--- src/rtl/led_strip_hit.sv ---
// Registered LED strip decoder (dot/bar) with a hit/hold blink state machine.
// Optional score counter enabled by defining LED_STRIP_HIT_SCORE_EN.
`timescale 1ns/1ps
module led_strip_hit #(
  parameter int unsigned LED_NUM   = 10,
  parameter int unsigned CNT_LIM   = 100,
  parameter int unsigned BLINK_DIV = 12500000
) (
  input  logic                        clk_i,
  input  logic                        rst_i,
  input  logic [$clog2(CNT_LIM):0]    cnt_i,
  input  logic [LED_NUM-1:0]          sw_i,
  input  logic                        mode_i,
  input  logic                        hit_i,
  output logic [LED_NUM-1:0]          led_o,
  output logic                        hold_o,
  output logic                        hit_ok_o,
  output logic [$clog2(LED_NUM)-1:0]  hit_idx_o
`ifdef LED_STRIP_HIT_SCORE_EN
  ,
  output logic [$clog2(LED_NUM+1)+3:0] score_o
`endif
);

  localparam int unsigned SEG = CNT_LIM / LED_NUM;
  localparam int unsigned IW  = $clog2(LED_NUM);
  localparam int unsigned BW  = (BLINK_DIV > 1) ? $clog2(BLINK_DIV) : 1;

  if (CNT_LIM % LED_NUM != 0) begin : g_bad_cnt_lim
    $error("CNT_LIM must be a multiple of LED_NUM");
  end
  if (BLINK_DIV < 1) begin : g_bad_blink_div
    $error("BLINK_DIV must be at least 1");
  end

  typedef enum logic [0:0] {StRun, StHold} state_e;

  state_e               state;
  logic [BW-1:0]        blink_cnt;
  logic                 phase_on;

  logic                 in_range;
  logic [31:0]          seg_q;
  logic [IW-1:0]        pos;
  logic [LED_NUM-1:0]   pos_oh;
  logic [LED_NUM-1:0]   bar;
  logic [LED_NUM-1:0]   idx_oh;
  logic [LED_NUM-1:0]   run_led;

  // LED0 owns segment 0; LED i (i > 0) owns segment LED_NUM - i.
  always_comb begin
    seg_q    = 32'(cnt_i) / SEG;
    in_range = (32'(cnt_i) < CNT_LIM);
    pos      = '0;
    if (in_range && seg_q != 0) begin
      pos = IW'(LED_NUM - seg_q);
    end
    pos_oh = '0;
    bar    = '0;
    idx_oh = '0;
    for (int unsigned i = 0; i < LED_NUM; i++) begin
      pos_oh[i] = (32'(pos) == i);
      bar[i]    = (((i == 0) ? 0 : LED_NUM - i) <= seg_q);
      idx_oh[i] = (32'(hit_idx_o) == i);
    end
    run_led = in_range ? ((mode_i ? bar : pos_oh) & sw_i) : '0;
  end

  always_ff @(posedge clk_i) begin
    if (rst_i) begin
      state     <= StRun;
      led_o     <= '0;
      hold_o    <= 1'b0;
      hit_ok_o  <= 1'b0;
      hit_idx_o <= '0;
      blink_cnt <= '0;
      phase_on  <= 1'b1;
`ifdef LED_STRIP_HIT_SCORE_EN
      score_o   <= '0;
`endif
    end else begin
      unique case (state)
        StRun: begin
          if (hit_i && in_range) begin
            state     <= StHold;
            hit_idx_o <= pos;
            hit_ok_o  <= sw_i[pos];
            hold_o    <= 1'b1;
            blink_cnt <= '0;
            phase_on  <= 1'b1;
            led_o     <= pos_oh;
`ifdef LED_STRIP_HIT_SCORE_EN
            if (sw_i[pos] && score_o != '1) begin
              score_o <= score_o + 1'b1;
            end
`endif
          end else begin
            led_o <= run_led;
          end
        end
        StHold: begin
          if (hit_i) begin
            state    <= StRun;
            hold_o   <= 1'b0;
            hit_ok_o <= 1'b0;
            led_o    <= run_led;
          end else if (blink_cnt == BW'(BLINK_DIV - 1)) begin
            // Output follows the phase that takes effect on this edge.
            blink_cnt <= '0;
            phase_on  <= ~phase_on;
            led_o     <= phase_on ? '0 : idx_oh;
          end else begin
            blink_cnt <= blink_cnt + BW'(1);
            led_o     <= phase_on ? idx_oh : '0;
          end
        end
        default: state <= StRun;
      endcase
    end
  end

endmodule

--- config.mk ---
export PLATFORM = sky130hd
export DESIGN_NAME = led_strip_hit
export DESIGN_NICKNAME = d
export VERILOG_FILES = /design/src/rtl/led_strip_hit.sv
export SDC_FILE = /design/constraint.sdc
export NUM_CORES = 1
export LEC_CHECK = 0
export CAP_MARGIN = 0
export CORE_MARGIN = 4
export CORE_UTILIZATION = 50
export CTS_CLUSTER_DIAMETER = 30
export DETAILED_ROUTE_END_ITERATION = 6
export PLACE_DENSITY = 0.72
export REMOVE_ABC_BUFFERS = 1
export SKIP_LAST_GASP = 1
export SLEW_MARGIN = 10
export SYNTH_ARGS = -nofsm -noshare
export SYNTH_HDL_FRONTEND = slang
export SYNTH_SLANG_ARGS = --single-unit
--- constraint.sdc ---
create_clock -name clk_i -period 9.9 [get_ports clk_i]
set_clock_uncertainty 0.1 [all_clocks]
set_input_delay 1.98 -clock clk_i [delete_from_list [all_inputs] [get_ports clk_i]]
set_output_delay 1.98 -clock clk_i [all_outputs]
set_load 0.02 [all_outputs]
# Word-level counts from Yosys, hierarchy flattened
# Index checks and enable logic that the tools add are counted.
[word_totals]
mem_bits_rw = 0
mem_count = 0
reg_bits = 42
elab_cells = 83
latch_bits = 0
romBits = 0
[op_classes]
n_bitwise = 3
div = 1
eq_ne = 23
n_reduce_logical = 9
n_mul = 0
muxes = 26
addsub = 2
magnitude_cmp = 12
shifts = 0
[ops]
columns = ["operator", "n"]
rows = [
  ["3-bit by 32-bit less-or-equal comparator with 1-bit output, first input constant", 4],
  ["24-bit 2-to-1 mux", 3],
  ["10-bit 2-to-1 mux", 7],
  ["1-bit by 32-bit less-or-equal comparator with 1-bit output, first input constant", 2],
  ["2-bit by 32-bit less-or-equal comparator with 1-bit output, first input constant", 2],
  ["4-bit by 32-bit less-or-equal comparator with 1-bit output, first input constant", 2],
  ["24-bit case mux with 2 select lines", 1],
  ["8-bit by 4-bit divider with 32-bit output, second input constant", 1],
  ["4-bit by 3-bit == test with 1-bit output, second input constant", 8],
  ["32-bit nonzero test", 1],
  ["24-bit by 1-bit adder with 24-bit output, second input constant", 1],
  ["24-bit == test, second input constant", 1],
  ["10-bit case mux with 2 select lines", 1],
  ["4-bit by 2-bit == test with 1-bit output, second input constant", 4],
  ["4-bit == test, second input constant", 4],
  ["10-bit AND", 1],
  ["4-bit by 1-bit == test with 1-bit output, second input constant", 2],
  ["4-bit zero test", 2],
  ["8-bit by 7-bit less-than comparator with 1-bit output, second input constant", 1],
  ["1-bit 2-to-1 mux", 8],
  ["1-bit case mux with 2 select lines", 4],
  ["2-bit inequality test, second input constant", 3],
  ["2-bit AND reduction", 3],
  ["4-bit by 5-bit less-than comparator with 1-bit output, second input constant", 1],
  ["7 further kinds", 9],
]

# Longest topological paths before layout
# Gate-level depths: netlist of the first run.
[logic_depth]
depth_word = 10
mapped_depth = 23

# Least setup slack after synthesis of the first run
# No wires, ideal clock.
[synth_path]
kind = "input to register"
from = "input port cnt_i[6]"
to = "register hit_ok_o"
t_arrival_ns = 6.025
stages = 22
t_required_ns = 9.704
path_slack_ns = 3.680
path_buffers = 4
setup_time_ns = 0.096
cell_sequence = "buf_6 > or2_1 > buf_6 > ha_1 > nor2b_4 > a21o_4 > and2_1 > buf_2 > a311oi_1 > a21o_1 > or3_4 > o31ai_2 > nand2_2 > ha_1 > clkbuf_1 > nand2_1 > nor2_1 > and2_0 > mux2_2 > o21ai_1 > a31oi_1 > o41ai_2"
[synth_between]
elab_chain_len = 8
elab_cells_between_ends = 13
classes_between = "1 x add/sub; 1 x div; 1 x order compare; 1 x eq/ne; 5 x mux; 4 x reduce/logical"
[synth_lines]
columns = ["item", "line_no", "rtl"]
rows = [
  ["from (decl)", "11", "input logic [$clog2(CNT_LIM):0] cnt_i,"],
  ["parallel branches: the longest is 8 deep, another holds 8-bit by 4-bit divider with 32-bit output", "--", ""],
  ["to (signal assigned)", "87", "hit_ok_o <= sw_i[pos];"],
  ["to (decl)", "17", "output logic hit_ok_o,"],
]
# Several ways; the timed one is not identified. The select of a mux whose other input is x is not followed.
# A chain may end at the register's enable or synchronous reset.

# Final worst setup path of the first run
[layout_path]
from = "input port cnt_i[5]"
to = "register hit_ok_o"
# Same word-level chain as after synthesis.

==> flow_summary_export.csv, run 1 <==
group,metric,value,unit
flow_run,maxCapViolations,0,
yosys,synthTopCellsByArea,"dfxtp_1, nor2_1, nand2_1, a21oi_1, nand3_1",
worst_setup_path,cp-start-kind,"primary input",
worst_setup_path,regToRegSetupSlack,7.03,ns
yosys,synth_edf_count,0,
grt,antenna_found_initial,0,
yosys,synthCells,464,
clock_tree,clock_sinks,42,
placed_design,post_dp_cell_area,3687,um^2
route,vias,3568,
floorplan,io_pins,38,
worst_setup_path,setup.worst_path.end_class,"register",
floorplan,dieArea,8080,um^2
route,drt-pass1-iter-count,6,
clock_tree,cts_htree_levels,2,
grt,grt_pass1_vias,3325,
hold_path,holdPathStages,2,
layout,final_area,3766,um^2
sta,setup_ws,2.596,ns
sta,holdWs,0.3765,ns
worst_setup_path,path_common_cell,"ha_1",
layout,syn_to_final_growth,12.31,%
sta,fin_crit_sh,0.7378,
route,drc,0,
sta,hold_viol,0,
clock_tree,post_cts_resized,0,
placed_design,post-place-ws,2.380,ns
floorplan,dieWidth,89.89,um
layout,drive_gt1_frac,0.05590,
pwr,peakVddDrop,0.08209,mV
layout,diodes,0,
clock_tree,cts_tree,"done",
placed_design,post-dp-hpwl,6.928,mm
yosys,yosysTopAreaCell,"dfxtp_1",
route,wl,9.284,mm
placed_design,io_buffers,36,
pwr,power_per_cell_area,115.1,nW/um^2
clock_tree,clk_pin_slew,0.08,ns
worst_setup_path,worstRegToRegCells,8,
yosys,yosysWarnings,0,
grt,grt_pass1_wl,15.59,mm
hold_path,min-delay-start,"blink_cnt[23]",
hold_path,worst_hold_path_type,"register to register",
yosys,synth_seq_cells,42,
worst_setup_path,arrival,7.39,ns
sta,report.final.slew_viol_count,0,
route,drt-initial-drc-count,302,
worst_setup_path,crit_chain,"clkdlybuf4s50_1, or2_1, ha_1, nor2b_4, a21o_4, and2_1, a311oi_1, a21o_1, or3_4, o31ai_2, nand2_2, ha_1, nand2_1, nor2_1, and2_0, mux2_2, o21ai_1, a31oi_1, o41ai_2",
worst_setup_path,crit_required,9.99,ns
sta,rsz0062_at_grt,"no",
yosys,synthesis.area,3353,um^2
yosys,yosysSeqAreaShare,0.2507,
clock_tree,clock_latency,0.29,ns
route,vias_per_cell,6.371,
yosys,avgSynthCellArea,7.227,um^2
floorplan,initial_core_util,0.5221,
yosys,synthFlopType,"dfxtp_1",
route,ant_nets,0,
clock_tree,cts_setup_buffers,0,
worst_setup_path,reg2reg_from,"state",
hold_path,hold_end,"blink_cnt[23]",
floorplan,core,6422,um^2
grt,grt_overflow_total,0,
sta,setup_viol,0,
sta,finalSetupTns,0,ns
placed_design,gp_congestion,0.9273,
yosys,yosysTopAreaCellShare,0.2507,
sta,fmax,136.9,MHz
clock_tree,hold_buffers,0,
route,route.detailed.wl_per_inst,16.58,um
pwr,p_leak,1.290,nW
layout,finalNetCount,511,
worst_setup_path,worstPathMaxFanout,13,
yosys,ys_async_sr_fraction,0,
worst_setup_path,slowest_stage,"clkdlybuf4s50_1",
clock_tree,cts_buffers,5,
floorplan,num_rows,29,
sta,maxSlewHeadroom,0.4972,
floorplan,die_h,89.89,um
worst_setup_path,critPathKind,"primary input to register",
clock_tree,clock_path_buffers,2,
grt,grt_start_max_net_pins,23,
grt,grt.total_usage,0.2260,
clock_tree,cts_root_buf,"clkbuf_8",
worst_setup_path,cpPeakStageDelay,0.61,ns
status,status,"finished, final reports clean",
yosys,synth_cell_types,79,
sta,post-route-min-period,7.304,ns
pwr,finalPower,433.4,uW
sta,worstMarginPinSlew,0.7525,ns
worst_setup_path,r2r-end,"blink_cnt[20]",
placed cells by master (no fill, tap or decap), types with 10 or more instances in the layout:
cell	count
clkdlybuf4s50_1	36
dfxtp_1	42
nor3_1	17
inv_1	16
nor2_1	55
nand4_1	16
or3_1	10
nand2_1	53
o21ai_0	22
xnor2_1	11
a21oi_1	35
nand3_1	26
synth_stat cells (5+ instances only):
cell       n
a21oi_1   35
a31oi_1    5
and3_1     6
buf_2      5
clkbuf_1  13
dfxtp_1   42
ha_1       6
inv_1     16
nand2_1   53
nand2b_1   5
nand3_1   26
nand4_1   16
nand4b_1   5
nor2_1    55
nor3_1    17
o21ai_0   22
o31ai_1    5
or3_1     10
xnor2_1   11
xor2_1     9
cells by family (layout without fill, tap and decap cells):
group,Yosys count,in the layout,synth area share
simple gates,216,216,0.3198
compound gates,128,128,0.2679
buf+inv,43,62,0.05896
flops,42,42,0.2507
xor+xnor,20,20,0.05224
fa+ha+maj,10,10,0.03470
mux,5,5,0.01567
per-stage QoR:
stage	std cells	util
global placement	553	0.5741
floorplan	439	-
finish	560	0.5864
CTS	560	0.5864
global route	560	0.5864
detailed placement	553	0.5741
state kept, by name (all words and copies together) (netlist names):
| signal | flops |
|---|---|
| blink_cnt | 24 |
| hold_o | 1 |
| hit_ok_o | 1 |
| phase_on | 1 |
| led_o | 10 |
| state | 1 |
| hit_idx_o | 4 |
routing by layer:
layer / global-route usage / share of wire / vias to the layer above
met1: 0.3237 / 0.48 / 1648
li1: - / - / 1739
met5: 0 / 0 / -
met2: 0.3365 / 0.42 / 155
met3: 0.03923 / 0.070 / 26
met4: 0.08929 / 0.031 / 0
worst max-delay path: cells and delay by family:
family	cells	cell delay (ns)
buffers and inverters	1	0.61
AOI/OAI and AO/OA	7	1.77
and+or+nand+nor	8	2.00
adders and majority gates	2	0.73
muxes	1	0.29
cell type report:
| class | instances | area [um^2] |
|---|---|---|
| Fill cell | 606 | 2656 |
| Multi-Input combinational cell | 379 | 2315 |
| Sequential cell | 42 | 840.8 |
| Timing Repair Buffer | 37 | 367.9 |
| Tap cell | 77 | 96.34 |
| Clock buffer | 5 | 68.82 |
| Inverter | 18 | 67.56 |
| Clock inverter | 2 | 10.01 |
where the power goes:
part / leakage, nW / switching (mW) / internal [mW]
Combinational: 0.907 / 0.0983 / 0.0553
Clock: 0.0438 / 0.0564 / 0.0474
Sequential: 0.340 / 0.00354 / 0.172
worst max-delay path by stage:
stage               startpoint       end  slack (ns)  depth (start not counted)
finish                cnt_i[5]  hit_ok_o        2.60                         19
global route          cnt_i[5]  hit_ok_o        2.28                         19
CTS                   cnt_i[5]  hit_ok_o        2.67                         19
detailed placement    cnt_i[5]  hit_ok_o        2.38                         19
global placement      cnt_i[5]  hit_ok_o        2.48                         19
floorplan             cnt_i[6]  hit_ok_o        3.83                         18
(Power assumes the default switching activity.)
==> run 2, diff against run 1 <==
Clock period 9.9 ns to 7.3 ns, I/O delays scaled along.
==> run 2 against run 1 <==
Net effect: hold slack improved by 0.0051 ns; largest power group unchanged; core utilization increased by 0.95 points; sequential cell count unchanged; critical path type unchanged.
==> flow_summary_export.csv, run 2 (synthesis results as in run 1) <==
group,metric,value,unit
status,status,"finished, final reports clean",
placed_design,post-dp-hpwl,6.730,mm
grt,grt_pass1_wl,14.82,mm
sta,maxSlewHeadroom,0.4343,
placed_design,post_dp_cell_area,3717,um^2
clock_tree,cts_buffers,5,
layout,final_area,3827,um^2
sta,post-route-min-period,6.503,ns
route,vias_per_cell,6.320,
sta,finalSetupTns,0,ns
floorplan,dieArea,8080,um^2
route,drc,0,
route,ant_nets,0,
clock_tree,clock_latency,0.29,ns
clock_tree,cts_tree,"done",
worst_setup_path,arrival,6.59,ns
layout,final_cell_mix,"nor2_1, nand2_1, dfxtp_1",
layout,largest_reg_flops,24,
route,vias,3571,
placed_design,io_buffers,36,
clock_tree,cts_setup_buffers,0,
worst_setup_path,cp-start-kind,"primary input",
layout,syn_to_final_growth,14.14,%
route,wl,9.098,mm
clock_tree,clock_sinks,42,
layout,top_regs,"blink_cnt: 24 flops, led_o: 10 flops, hit_idx_o: 4 flops",
layout,largest_register,"blink_cnt",
pwr,p_leak,1.317,nW
floorplan,dieWidth,89.89,um
layout,fin_util,0.5959,
layout,regArea,840.8,um^2
pwr,finalPower,627.6,uW
sta,setup_ws,0.7972,ns
clock_tree,clock_path_buffers,2,
placed_design,dp.cells,557,
route,drt-initial-drc-count,344,
floorplan,core,6422,um^2
sta,rsz0062_at_grt,"no",
worst_setup_path,critPathKind,"primary input to register",
pwr,power_per_cell_area,164.0,nW/um^2
hold_path,worst_hold_path_type,"register to register",
placed_design,gp_congestion,0.9361,
layout,multi_input_area,2315,um^2
floorplan,num_rows,29,
floorplan,die_h,89.89,um
sta,fin_crit_sh,0.8908,
grt,grt.total_usage,0.2154,
grt,antenna_found_initial,0,
layout,drive_gt1_frac,0.06352,
floorplan,io_pins,38,
worst_setup_path,crit_required,7.39,ns
sta,fmax,153.8,MHz
layout,fin_cells,565,
clock_tree,cts_root_buf,"clkbuf_8",
placed_design,post-place-ws,0.6028,ns
layout,layout_commonest_cell,"nor2_1",
clock_tree,hold_buffers,0,
grt,grt_pass1_vias,3058,
route,route.detailed.wl_per_inst,16.10,um
clock_tree,clk_pin_slew,0.08,ns
layout,diodes,0,
route,drt-pass1-iter-count,5,
sta,hold_viol,0,
pwr,peakVddDrop,0.1045,mV
sta,holdWs,0.3816,ns
layout,fill_cells,583,
floorplan,initial_core_util,0.5221,
clock_tree,post_cts_resized,0,
clock_tree,cts_htree_levels,2,
worst_setup_path,setup.worst_path.end_class,"register",
worst_setup_path,worstPathMaxFanout,13,
sta,report.final.slew_viol_count,0,
flow_run,maxCapViolations,0,
sta,setup_viol,0,
grt,grt_start_max_net_pins,23,
layout,finalNetCount,515,
grt,grt_overflow_total,0,
sta,worstMarginPinSlew,0.8446,ns
run 2: where the power goes:
group          switching (mW)  internal, mW
clock network          0.0782         0.102
registers             0.00488         0.234
logic                   0.132        0.0763
run 2: path summary, 6_finish.rpt:
path                 startpoint             to  slack, ns  depth (start not counted)
hold reg to reg   blink_cnt[23]  blink_cnt[23]       0.38                          2
hold / removal    blink_cnt[23]  blink_cnt[23]       0.38                          2
setup reg to reg          state  blink_cnt[20]       4.42                          8
setup / recovery       cnt_i[6]       hit_ok_o       0.80                         19
run 2: critical path: stages:
cell and delay, ns:
clkdlybuf4s50_1 0.42, or2_1 0.31, ha_1 0.35, nor2b_4 0.20, a21o_4 0.18, and2_1 0.36
a311oi_1 0.15, a21o_1 0.24, or3_4 0.44, o31ai_2 0.45, nand2_2 0.24, ha_1 0.39
nand2_1 0.13, nor2_1 0.06, and2_0 0.17, mux2_2 0.30, o21ai_1 0.30, a31oi_1 0.10
o41ai_2 0.32
run 2: layout make-up:
class,instances,share of cell area
clock buffer,6,0.01896
clock inverter,2,0.009807
inverter,18,0.01765
multi-input combinational,379,0.6048
sequential,42,0.2197
tap,77,0.02517
timing repair buffer,41,0.1040
run 2: metal layers:
metal | track usage | wire length [um]
met5 | 0 | 0
met4 | 0.06505 | 216
met3 | 0.03756 | 636
met2 | 0.3127 | 3860
met1 | 0.3232 | 4384
==> run 3, diff against run 2 <==
Settings changed: CORE_UTILIZATION 50 to 45, PLACE_DENSITY 0.72 to 0.66.
==> run 3 against run 2 <==
Net effect: clock power is 2% higher; routed wire length is 5.9% higher; maximum frequency is 2.2% lower; via count is 0.39% higher; setup slack worse by 0.14 ns; combinational power is 2% higher; sequential power hardly changed; critical path depth stayed put; first-iteration DRC count is 13% higher; clock-buffer cell count stayed put; critical endpoint unchanged; largest power group unchanged.
==> flow_summary_export.csv, run 3 (synthesis results as in run 1) <==
group,metric,value,unit
sta,fmax,150.4,MHz
layout,largest_register,"blink_cnt",
sta,hold_viol,0,
worst_setup_path,crit_required,7.40,ns
placed_design,gp_congestion,0.9337,
pwr,finalPower,636.4,uW
floorplan,num_rows,31,
route,route.detailed.wl_per_inst,16.42,um
sta,post-route-min-period,6.647,ns
floorplan,core,7253,um^2
grt,grt.total_usage,0.2216,
grt,antenna_found_initial,0,
status,status,"finished, final reports clean",
route,drt-initial-drc-count,390,
worst_setup_path,critPathKind,"primary input to register",
layout,final_cell_mix,"nor2_1, nand2_1, dfxtp_1",
sta,fin_crit_sh,0.9106,
floorplan,initial_core_util,0.4623,
floorplan,dieWidth,94.32,um
clock_tree,cts_htree_levels,2,
grt,grt_pass1_wl,15.80,mm
placed_design,post_dp_cell_area,3745,um^2
clock_tree,cts_buffers,5,
worst_setup_path,cp-start-kind,"primary input",
layout,diodes,0,
sta,setup_viol,0,
clock_tree,cts_setup_buffers,0,
worst_setup_path,crit_chain,"clkdlybuf4s50_1, or2_1, ha_1, nor2b_4, a21o_4, and2_1, a311oi_1, a21o_1, or3_4, o31ai_2, nand2_2, ha_1, nand2_1, nor2_1, and2_0, mux2_2, o21ai_1, a31oi_1, o41ai_2",
worst_setup_path,crit_family,"simple AND/OR/NAND/NOR gates",
worst_setup_path,slowest_stage,"clkdlybuf4s50_1",
worst_setup_path,arrival,6.74,ns
clock_tree,clock_latency,0.30,ns
layout,finalNetCount,515,
route,drc,0,
placed_design,io_buffers,36,
sta,finalSetupTns,0,ns
grt,grt_start_max_net_pins,23,
route,vias_per_cell,6.107,
worst_setup_path,worstPathMaxFanout,13,
layout,final_area,3855,um^2
worst_setup_path,cpPeakStageDelay,0.57,ns
sta,worstMarginPinSlew,0.9247,ns
clock_tree,clk_pin_slew,0.08,ns
route,ant_nets,0,
sta,maxSlewHeadroom,0.3807,
hold_path,worst_hold_path_type,"register to register",
route,drt-pass1-iter-count,5,
worst_setup_path,setup.worst_path.end_class,"register",
clock_tree,post_cts_resized,0,
layout,largest_reg_flops,24,
pwr,p_leak,1.317,nW
layout,drive_gt1_frac,0.06352,
grt,grt_overflow_total,0,
clock_tree,clock_sinks,42,
layout,syn_to_final_growth,14.96,%
route,wl,9.638,mm
sta,report.final.slew_viol_count,0,
clock_tree,hold_buffers,0,
floorplan,io_pins,38,
pwr,peakVddDrop,0.1202,mV
sta,holdWs,0.3974,ns
worst_setup_path,path_common_cell,"ha_1",
placed_design,post-dp-hpwl,7.198,mm
sta,rsz0062_at_grt,"no",
worst_setup_path,critical_path_buf_inv_count,1,
floorplan,dieArea,8896,um^2
pwr,power_per_cell_area,165.1,nW/um^2
flow_run,maxCapViolations,0,
clock_tree,clock_path_buffers,2,
layout,layout_commonest_cell,"nor2_1",
layout,top_regs,"blink_cnt: 24 flops, led_o: 10 flops, hit_idx_o: 4 flops",
grt,grt_pass1_vias,3224,
clock_tree,cts_root_buf,"clkbuf_8",
floorplan,die_h,94.32,um
clock_tree,cts_tree,"done",
route,vias,3585,
run 3: path summary, 6_finish.rpt:
kind | start | end | slack, ns | depth (start not counted)
min | blink_cnt[23] | blink_cnt[23] | 0.40 | 2
max | cnt_i[6] | hit_ok_o | 0.65 | 19
max reg2reg | state | blink_cnt[20] | 4.41 | 8
min reg2reg | blink_cnt[23] | blink_cnt[23] | 0.40 | 2
run 3: metal layers:
metal	track usage	wire, um	vias to the layer above
li1	-	-	1747
met1	0.3229	4468	1660
met2	0.3327	4192	161
met3	0.03686	799	17
met4	0.06859	178	0
met5	0	0	-
run 3: tightest hold or removal path, delay by kind of cell, from the launching register on:
family,cells,cell delay [ns]
compound gates,1,0.05
simple gates,1,0.06
flops,1,0.34
run 3: final cells by class:
class | instances | area [um^2]
Fill cell | 718 | 3398
Multi-Input combinational cell | 379 | 2315
Sequential cell | 42 | 840.8
Timing Repair Buffer | 41 | 397.9
Tap cell | 99 | 123.9
Clock buffer | 6 | 72.57
Inverter | 18 | 67.56
Clock inverter | 2 | 37.54
run 3: power breakdown:
group / switching, mW / internal (mW) / leakage, nW / total, mW
logic: 0.136 / 0.0774 / 0.926 / 0.213
clock network: 0.0821 / 0.102 / 0.0514 / 0.184
registers: 0.00502 / 0.234 / 0.340 / 0.239
run 3: stage by stage:
step	setup WS [ns]	cells	utilization
finish	0.6527	587	0.5315
global route	0.3090	587	0.5315
CTS	0.7490	587	0.5315
detailed placement	0.4710	579	0.5163
global placement	0.4896	579	0.5163
floorplan	1.749	439	-
